==> config.mk <==
export PLATFORM = sky130hd
export DESIGN_NAME = keypad_debouncer
export DESIGN_NICKNAME = d
export VERILOG_FILES = /design/src/rtl/keypad_pkg.sv /design/src/rtl/keypad_decode.sv /design/src/rtl/keypad_debouncer.sv
export SDC_FILE = /design/constraint.sdc
export NUM_CORES = 1
export LEC_CHECK = 0
export CAP_MARGIN = 0
export CORE_UTILIZATION = 58
export CTS_CLUSTER_DIAMETER = 60
export DETAILED_ROUTE_END_ITERATION = 16
export PLACE_DENSITY = 0.88
export RECOVER_POWER = 50
export SLEW_MARGIN = 5
export SYNTH_ARGS = -nofsm -noshare
export SYNTH_HDL_FRONTEND = slang
export SYNTH_SLANG_ARGS = --single-unit
==> constraint.sdc <==
create_clock -name clk -period 2.6 [get_ports clk]
set_input_delay 0.52 -clock clk [delete_from_list [all_inputs] [get_ports clk]]
set_output_delay 0.52 -clock clk [all_outputs]
set_load 0.03 [all_outputs]
==> src/rtl/keypad_pkg.sv <==
// ============================================================================
// Module      : keypad_pkg
// Description : Shared types and constants for the keypad debounce/decode
//               stage: FSM state encoding, key map and default timing.
//               Optional feature macro used by the top: KEYPAD_REPEAT_EN.
// Revision    : 1.0 - initial release
// ============================================================================
`default_nettype none

package keypad_pkg;

    // Debounce/qualification FSM states
    typedef enum logic [2:0] {
        ST_IDLE       = 3'd0,
        ST_PRESS_DB   = 3'd1,
        ST_ACCEPT     = 3'd2,
        ST_HELD       = 3'd3,
        ST_RELEASE_DB = 3'd4
    } state_t;

    // Key map indexed by {row_index, col_index}; row 0 is R0, column 0 is C0
    localparam logic [3:0] c_key_map [16] = '{
        4'h1, 4'h2, 4'h3, 4'hA,
        4'h4, 4'h5, 4'h6, 4'hB,
        4'h7, 4'h8, 4'h9, 4'hC,
        4'hE, 4'h0, 4'hF, 4'hD
    };

    // Default timing: 1 ms debounce and 250 ms repeat at 50 MHz
    localparam int unsigned c_debounce_cycles_default = 50000;
    localparam int unsigned c_repeat_cycles_default   = 12500000;

    // Position of the single set bit, MSB first (bit 3 -> 0 ... bit 0 -> 3)
    function automatic logic [1:0] onehot4_index(input logic [3:0] v);
        logic [1:0] idx;
        idx = 2'd0;
        unique case (v)
            4'b1000: idx = 2'd0;
            4'b0100: idx = 2'd1;
            4'b0010: idx = 2'd2;
            4'b0001: idx = 2'd3;
            default: idx = 2'd0;
        endcase
        return idx;
    endfunction

endpackage

`default_nettype wire

==> src/rtl/keypad_decode.sv <==
// ============================================================================
// Module      : keypad_decode
// Description : Combinational row/column to hex digit decoder. The scanner
//               code is {R0,R1,R2,R3,C0,C1,C2,C3}; a code is valid only when
//               exactly one row bit and exactly one column bit are set.
// Revision    : 1.0 - initial release
// ============================================================================
`default_nettype none

module keypad_decode
    import keypad_pkg::*;
(
    input  logic [7:0] keypad_val,
    output logic       valid,
    output logic [3:0] digit
);

    logic [3:0] w_row;
    logic [3:0] w_col;

    assign w_row = keypad_val[7:4];
    assign w_col = keypad_val[3:0];

    // Qualify the code and look up the digit for the pressed position
    always_comb begin
        valid = $onehot(w_row) && $onehot(w_col);
        digit = c_key_map[{onehot4_index(w_row), onehot4_index(w_col)}];
    end

endmodule

`default_nettype wire

==> src/rtl/keypad_debouncer.sv <==
// ============================================================================
// Module      : keypad_debouncer
// Description : Captures the scanner code on the decode strobe, debounces
//               press and release over DEBOUNCE_CYCLES, and shifts each
//               accepted key into a two-digit history for the display.
//               Optional feature macro: KEYPAD_REPEAT_EN (held-key repeat
//               every REPEAT_CYCLES cycles in HELD).
// Revision    : 1.0 - initial release
// ============================================================================
`default_nettype none

module keypad_debouncer
    import keypad_pkg::*;
#(
    parameter int unsigned DEBOUNCE_CYCLES = c_debounce_cycles_default,
    parameter int unsigned REPEAT_CYCLES   = c_repeat_cycles_default
) (
    input  logic       clk,
    input  logic       reset,
    input  logic [7:0] keypad_val,
    input  logic       en,
    input  logic       button_on,
    output logic [3:0] new_digit,
    output logic [3:0] old_digit,
    output logic       digit_valid,
    output logic       key_held
);

    localparam logic [23:0] c_db_last = 24'(DEBOUNCE_CYCLES - 1);

    // Reject out-of-range configurations at elaboration time
    if (DEBOUNCE_CYCLES < 2 || DEBOUNCE_CYCLES > 32'h00FF_FFFF ||
        REPEAT_CYCLES < 1 || REPEAT_CYCLES > 32'h00FF_FFFF) begin : g_param_check
        $error("keypad_debouncer: DEBOUNCE_CYCLES or REPEAT_CYCLES out of range");
    end

    state_t      r_state;
    state_t      w_state_next;
    logic [23:0] r_cnt;
    logic [23:0] w_cnt_next;
    logic [3:0]  r_cand;
    logic [3:0]  w_cand_next;
    logic [3:0]  r_new_digit;
    logic [3:0]  r_old_digit;
    logic        r_digit_valid;
    logic        r_key_held;
    logic        w_digit_valid_next;
    logic        w_key_held_next;
    logic        w_dec_valid;
    logic [3:0]  w_dec_digit;

    keypad_decode u_decode (
        .keypad_val (keypad_val),
        .valid      (w_dec_valid),
        .digit      (w_dec_digit)
    );

`ifdef KEYPAD_REPEAT_EN
    localparam logic [23:0] c_rpt_last = 24'(REPEAT_CYCLES - 1);

    logic [23:0] r_rpt_cnt;

    // Repeat counter counts consecutive HELD cycles; zero on entry and exit
    always_ff @(posedge clk or negedge reset) begin
        if (!reset) begin
            r_rpt_cnt <= 24'd0;
        end else if (r_state == ST_HELD && w_state_next == ST_HELD) begin
            r_rpt_cnt <= r_rpt_cnt + 24'd1;
        end else begin
            r_rpt_cnt <= 24'd0;
        end
    end
`endif

    // State, counter, candidate and registered outputs
    always_ff @(posedge clk or negedge reset) begin
        if (!reset) begin
            r_state       <= ST_IDLE;
            r_cnt         <= 24'd0;
            r_cand        <= 4'd0;
            r_new_digit   <= 4'd0;
            r_old_digit   <= 4'd0;
            r_digit_valid <= 1'b0;
            r_key_held    <= 1'b0;
        end else begin
            r_state       <= w_state_next;
            r_cnt         <= w_cnt_next;
            r_cand        <= w_cand_next;
            r_digit_valid <= w_digit_valid_next;
            r_key_held    <= w_key_held_next;
            // History shifts on the same edge that raises digit_valid
            if (w_state_next == ST_ACCEPT) begin
                r_old_digit <= r_new_digit;
                r_new_digit <= r_cand;
            end
        end
    end

    // Next-state, debounce counter and candidate capture
    always_comb begin
        w_state_next = r_state;
        w_cnt_next   = r_cnt;
        w_cand_next  = r_cand;
        unique case (r_state)
            ST_IDLE: begin
                if (en && w_dec_valid) begin
                    w_cand_next  = w_dec_digit;
                    w_cnt_next   = 24'd0;
                    w_state_next = ST_PRESS_DB;
                end
            end
            ST_PRESS_DB: begin
                if (!button_on) begin
                    w_cnt_next   = 24'd0;
                    w_state_next = ST_IDLE;
                end else if (r_cnt == c_db_last) begin
                    w_cnt_next   = 24'd0;
                    w_state_next = ST_ACCEPT;
                end else begin
                    w_cnt_next   = r_cnt + 24'd1;
                end
            end
            ST_ACCEPT: begin
                w_cnt_next   = 24'd0;
                w_state_next = ST_HELD;
            end
            ST_HELD: begin
                if (!button_on) begin
                    w_cnt_next   = 24'd0;
                    w_state_next = ST_RELEASE_DB;
                end
`ifdef KEYPAD_REPEAT_EN
                else if (r_rpt_cnt == c_rpt_last) begin
                    w_state_next = ST_ACCEPT;
                end
`endif
            end
            ST_RELEASE_DB: begin
                if (button_on) begin
                    // Release bounce: back to HELD without a new digit
                    w_cnt_next   = 24'd0;
                    w_state_next = ST_HELD;
                end else if (r_cnt == c_db_last) begin
                    w_cnt_next   = 24'd0;
                    w_state_next = ST_IDLE;
                end else begin
                    w_cnt_next   = r_cnt + 24'd1;
                end
            end
            default: begin
                w_cnt_next   = 24'd0;
                w_state_next = ST_IDLE;
            end
        endcase
    end

    // Moore output decode of the upcoming state, registered above
    always_comb begin
        w_digit_valid_next = (w_state_next == ST_ACCEPT);
        w_key_held_next    = (w_state_next == ST_ACCEPT) ||
                             (w_state_next == ST_HELD)   ||
                             (w_state_next == ST_RELEASE_DB);
    end

    assign new_digit   = r_new_digit;
    assign old_digit   = r_old_digit;
    assign digit_valid = r_digit_valid;
    assign key_held    = r_key_held;

endmodule

`default_nettype wire
After elaboration in Yosys (flattened, before gate mapping)

Memory sizes are Yosys's and may differ from the RTL's. A register that Yosys moved wholly into a read port is not among the register bits.
Cells that the tools add are included.

Logic and storage cells: 56
Memories: 1
Memory bits (read-only): 64
Bits in writable memories: 0
Input port bits: 12
Register bits: 37
Latch bits: 0

Memory list:

| memory          | depth | bits a word | rd ports | clocked after memory_dff | wr ports | line                | source |
|---|---|---|---|---|---|---|---|
| (no name shown) | 16    | 4           | 1        | 1                        | 0        | keypad_decode.sv:27 | `digit = c_key_map[{onehot4_index(w_row), onehot4_index(w_col)}];` |

Eq/ne operators: 18
Order comparisons: 0
Add/sub/neg operators: 7
Divide/modulo/power cells: 0
Bitwise operators: 1
Multiplexer cells: 15
Multiply operators: 0
Shifts and indexed selects: 0
Reductions and logical operators: 8

Operators with widths:

| operator                                                           | count |
|---|---|
| 24-bit 2-to-1 mux                                                  | 5 |
| 24-bit one-hot mux with 4 select lines                             | 1 |
| 24-bit by 1-bit adder with 24-bit output (second input constant)   | 1 |
| 24-bit by 16-bit == test with 1-bit output (second input constant) | 1 |
| 3-bit 2-to-1 mux                                                   | 6 |
| 3-bit one-hot mux with 5 select lines                              | 1 |
| 3-bit by 2-bit == test with 1-bit output (second input constant)   | 4 |
| 2-bit one-hot mux with 3 select lines                              | 2 |
| 3-bit by 1-bit == test with 1-bit output (second input constant)   | 3 |
| 1-bit by 1-bit adder with 2-bit output                             | 4 |
| 4-bit by 1-bit == test with 1-bit output (second input constant)   | 2 |
| 4-bit by 2-bit == test with 1-bit output (second input constant)   | 2 |
| 4-bit by 3-bit == test with 1-bit output (second input constant)   | 2 |
| 3-bit adder                                                        | 2 |
| 3-bit == test (second input constant)                              | 2 |
| 4-bit inverter with 5-bit output                                   | 1 |
| 2-bit inequality test (second input constant)                      | 2 |
| 2-bit AND reduction                                                | 2 |
| 3-bit zero test                                                    | 1 |
| 1-bit logical AND                                                  | 2 |
| 1-bit logical OR                                                   | 2 |
| 1-bit zero test                                                    | 1 |

Longest topological paths before layout

Depth in word-level cells: 10
Depth in mapped cells: 10

By module

From an unflattened synthesis, not the netlist that was laid out.

Cells, all modules: 264
Area total of the unflattened synthesis: 2561.2 um2

Modules (own cells, without submodules):

| module           | cells an instance | sequential area each (um2) | instances | area each (um2) |
|---|---|---|---|---|
| keypad_debouncer | 210               | 1026.0                     | 1         | 2054.5 |
| keypad_decode    | 54                | 0.0                        | 1         | 506.7 |

Worst setup path before layout

Ideal clock, no wire load.

Path kind: in2reg
Start: input keypad_val[0]
End: register r_cnt[17]
Path slack: -0.338 ns
Library setup time: 0.119 ns
Data arrival time: 2.819 ns
Cell stages on the path: 10
Buffers on the path: 1
Required time: 2.481 ns
Cells stage by stage: inv_1 ha_1 ha_1 fa_1 nor4bb_1 a31oi_2 buf_2 nor4_1 xnor2_1 nor2_1

Cells in the longest elaborated chain, start to end: 7

Ends and longest elaborated chain:

| element                                                      | line                    | source |
|---|---|---|
| start: declaration                                           | keypad_debouncer.sv:20  | `input logic [7:0] keypad_val,` |
| 1-bit by 1-bit adder with 2-bit output (implied by the code) | keypad_decode.sv:26     | `valid = $onehot(w_row) && $onehot(w_col);` |
| 3-bit adder (implied by the code)                            | keypad_decode.sv:26     |  |
| 3-bit by 1-bit == test with 1-bit output                     | keypad_decode.sv:26     |  |
| 1-bit logical AND                                            | keypad_decode.sv:26     |  |
| 1-bit logical AND                                            | keypad_debouncer.sv:106 | `if (en && w_dec_valid) begin` |
| 2-bit inequality test (no source line)                       | --                      |  |
| 2-bit AND reduction (no source line)                         | --                      |  |
| end signal: assignment                                       | keypad_debouncer.sv:87  | `r_cnt <= w_cnt_next;` |
| end: declaration                                             | keypad_debouncer.sv:39  | `logic [23:0] r_cnt;` |

No other way between the ends.
A chain may end at the register's enable or synchronous reset.

Final worst setup path

Start: input keypad_val[0]
End: register r_cnt[15]

Same word-level chain as after synthesis.

==> results.json <==
{
  "outcome": "finished with violations",
  "violations": "negative setup slack",
  "dieArea_sq_um": 4930,
  "setup_viol": 12,
  "setup_ws_ns": -0.0718,
  "start_util_pct": 61.1,
  "dr.pass1.iters": 5,
  "synth.most_common_cell": "dfrtp_1",
  "synth.distinct_cells": 51,
  "clk_latency_ns": 0.31,
  "cts_root_buf": "clkbuf_8",
  "finClkSkew_ns": 0.00937,
  "clkTransAtPathRegs_ns": 0.09,
  "synth_fa_ha_area_share_pct": 11.7,
  "clock_path_buffers": 2,
  "antenna_cells": 0,
  "synth_top_family_by_area": "simple AND/OR/NAND/NOR gates",
  "cts.sinks": 41,
  "grt_max_degree": 42,
  "cp_cell_sequence": "buf_8, inv_4, ha_4, ha_4, fa_1, nor4bb_4, a31oi_4, buf_6, buf_6, nor4b_4, xnor2_1, nor2_1",
  "p_comb_share_pct": 47.3,
  "routabilityCongestion": 0.851,
  "synthCells": 286,
  "muxShareOfSynthArea_pct": 3.76,
  "htree_num_levels": 2,
  "yosys-top-cells-area": "dfrtp_1, ha_1, xnor2_1, mux2_2, nor2_1",
  "drc": 0,
  "clkPwrFrac_pct": 22.1,
  "p_per_area_nw_per_um2": 644,
  "antenna_found_initial": 0,
  "ys_ff_latch": 41,
  "cts_tree": "built",
  "slowest_stage": "fa_1",
  "power_frac_seq_pct": 30.6,
  "synth_edf_count": 0,
  "place_area_sq_um": 3370,
  "drtIter0Drc": 526,
  "async_flop_share_pct": 100,
  "cp_max_fo": 3,
  "endpoint_kind": "flip-flop",
  "synth_compound_area_share_pct": 11.9,
  "synthSimpleGateAreaFrac_pct": 26.0,
  "die_h_um": 70.2,
  "cellLeakagePower_nw": 1.55,
  "vias": 2772,
  "wl_per_cell_um": 22.4,
  "fin_area_sq_um": 3830,
  "grt_pass1_vias": 2822,
  "synth_top_area_share_pct": 38.0,
  "port_buffers": 21,
  "slew_viol_final": 0,
  "cts_buffers": 5,
  "crit_required_ns": 2.80,
  "critical_path_class": "in2reg",
  "grt_pass1_wl_um": 14200,
  "critPathLaunch": "keypad_val[0]",
  "seq_area_frac_synth_pct": 38.0,
  "syn_nets": 322,
  "fmaxAchievable_mhz": 374,
  "rows": 24,
  "yosysWarnings": 0,
  "area_delta_synth_final_pct": 41.8,
  "hold_path_class": "in2async",
  "switching_share_pct": 38.0,
  "routed_wl_um": 8850,
  "internal_power_mw": 1.53,
  "avgSynthCellArea_sq_um": 9.44,
  "layout-drive-gt1-share_pct": 35.6,
  "post-route-min-period_ns": 2.67,
  "finalHoldViolations": 0,
  "avgViaCountPerCell": 7.02,
  "synthFlopType": "dfrtp_1",
  "grt-ovfl-total": 0,
  "setup.worst_path.start_class": "input pin",
  "grt_use_total_pct": 37.5,
  "max_slew_margin_pct": 30.2,
  "cp.arrival_ns": 2.87,
  "maxCapViolCount": 0,
  "yosysTopAreaCell": "dfrtp_1",
  "coreArea_sq_um": 4410,
  "ys_top_cells_by_count": "dfrtp_1, nor2_1, ha_1",
  "max_stage_delay_ns": 0.50,
  "nets": 378,
  "io_pins": 22,
  "worstMarginPinSlew_ns": 1.05,
  "holdBufCountCts": 0,
  "final_util_pct": 86.7,
  "synth_xor_area_share_pct": 4.54,
  "p_sw_mw": 0.936,
  "dpl.hpwl_um": 4700,
  "period_share_pct": 103,
  "ant_nets": 0,
  "synth_area_sq_um": 2700,
  "reg2reg_from": "r_cnt[13]$_DFFE_PN0P_",
  "rsz0062_at_grt": "true",
  "peakVddDrop_mv": 0.391,
  "die_w_um": 70.2
}
[through the flow]
stage          setup WS (ns)  hold slack [ns]  setup TNS, ns  cells  total power [mW]
6_report             -0.0718            0.376         -0.317    395              2.46
5_1_grt               -0.114            0.452          -1.43    395              2.55
4_1_cts              -0.0981            0.366          -1.50    396              2.43
3_5_place_dp          -0.794            0.466         -19.76    374              1.47
3_3_place_gp          -0.686            0.456         -18.17    374              1.44
2_1_floorplan        -0.0551            0.224         -0.312    286              1.26
[flip-flops by register name, indices dropped and copies added, names as in the netlist]
register     cells
r_cnt           24
new_digit        4
old_digit        4
r_cand           4
r_state          3
digit_valid      1
key_held         1
[metal layers]
metal / vias to the layer above / routed length (um) / GRT usage (%)
met5: - / 0 / 0
met4: 0 / 448 / 17.6
met3: 64 / 849 / 9.81
met2: 229 / 4240 / 61.0
met1: 1329 / 3320 / 46.4
li1: 1150 / - / -
[cell type report]
type | instances | area, sq um
inverters | 12 | 65.1
repair buffers | 63 | 624
clock buffers | 5 | 68.8
multi-input cells | 219 | 1930
well taps | 52 | 65.1
clock inverters | 3 | 46.3
fillers | 211 | 587
flip-flops and latches | 41 | 1030
[layout by cell type, fill, tap and decap left out, types with 7 or more instances in the layout]
cell	instances
nor4_4	7
buf_4	29
nand3_1	14
mux2_2	9
xnor2_1	13
ha_1	17
nor2_1	17
o21ai_0	10
clkdlybuf4s50_1	12
nand2_1	13
nand4_1	9
nor2_2	8
dfrtp_1	41
buf_6	11
[power groups by stage]
stage,Clock [mW],Combinational [mW],Sequential [mW]
6_report,0.544,1.17,0.754
5_1_grt,0.567,1.22,0.763
4_1_cts,0.533,1.15,0.749
3_5_place_dp,0,0.707,0.759
3_3_place_gp,0,0.686,0.757
2_1_floorplan,0,0.523,0.741
[worst max-delay path: cells and delay by family]
| family | cells | cell delay (ns) |
|---|---|---|
| buf+inv | 4 | 0.45 |
| compound gates | 1 | 0.15 |
| simple gates | 3 | 0.73 |
| fa+ha+maj | 3 | 0.86 |
| xor+xnor | 1 | 0.16 |
[cells by family after synthesis]
family / count (synthesis)
AO/OA/AOI/OAI: 48
XOR/XNOR: 14
adder cells (fa/ha/maj): 24
AND/OR/NAND/NOR: 123
buffers and inverters: 27
flip-flops: 41
multiplexers: 9
[worst paths after layout]
path / endpoint / slack, ns / cells past startpoint
worst max-delay path: r_cnt[15]$_DFFE_PN0P_ / -0.07 / 12
worst min-delay path: old_digit[0]$_DFFE_PN0P_ / 0.38 / 1
worst max register to register: old_digit[2]$_DFFE_PN0P_ / 0.06 / 5
worst min register to register: r_cand[1]$_DFFE_PN0P_ / 0.50 / 1
max in group asynchronous: r_cnt[18]$_DFFE_PN0P_ / 1.57 / 1
min in group clk: r_cand[1]$_DFFE_PN0P_ / 0.50 / 1
[timing repair]
| action | in CTS | in global routing |
|---|---|---|
| cloned | 3 | 0 |
| buffers inserted | 11 | 2 |
| gates resized for setup | 59 | 21 |
| endpoints found under the setup margin | 29 | 29 |
| pin swaps | 25 | 23 |
Power figures use the tool's default switching activity.
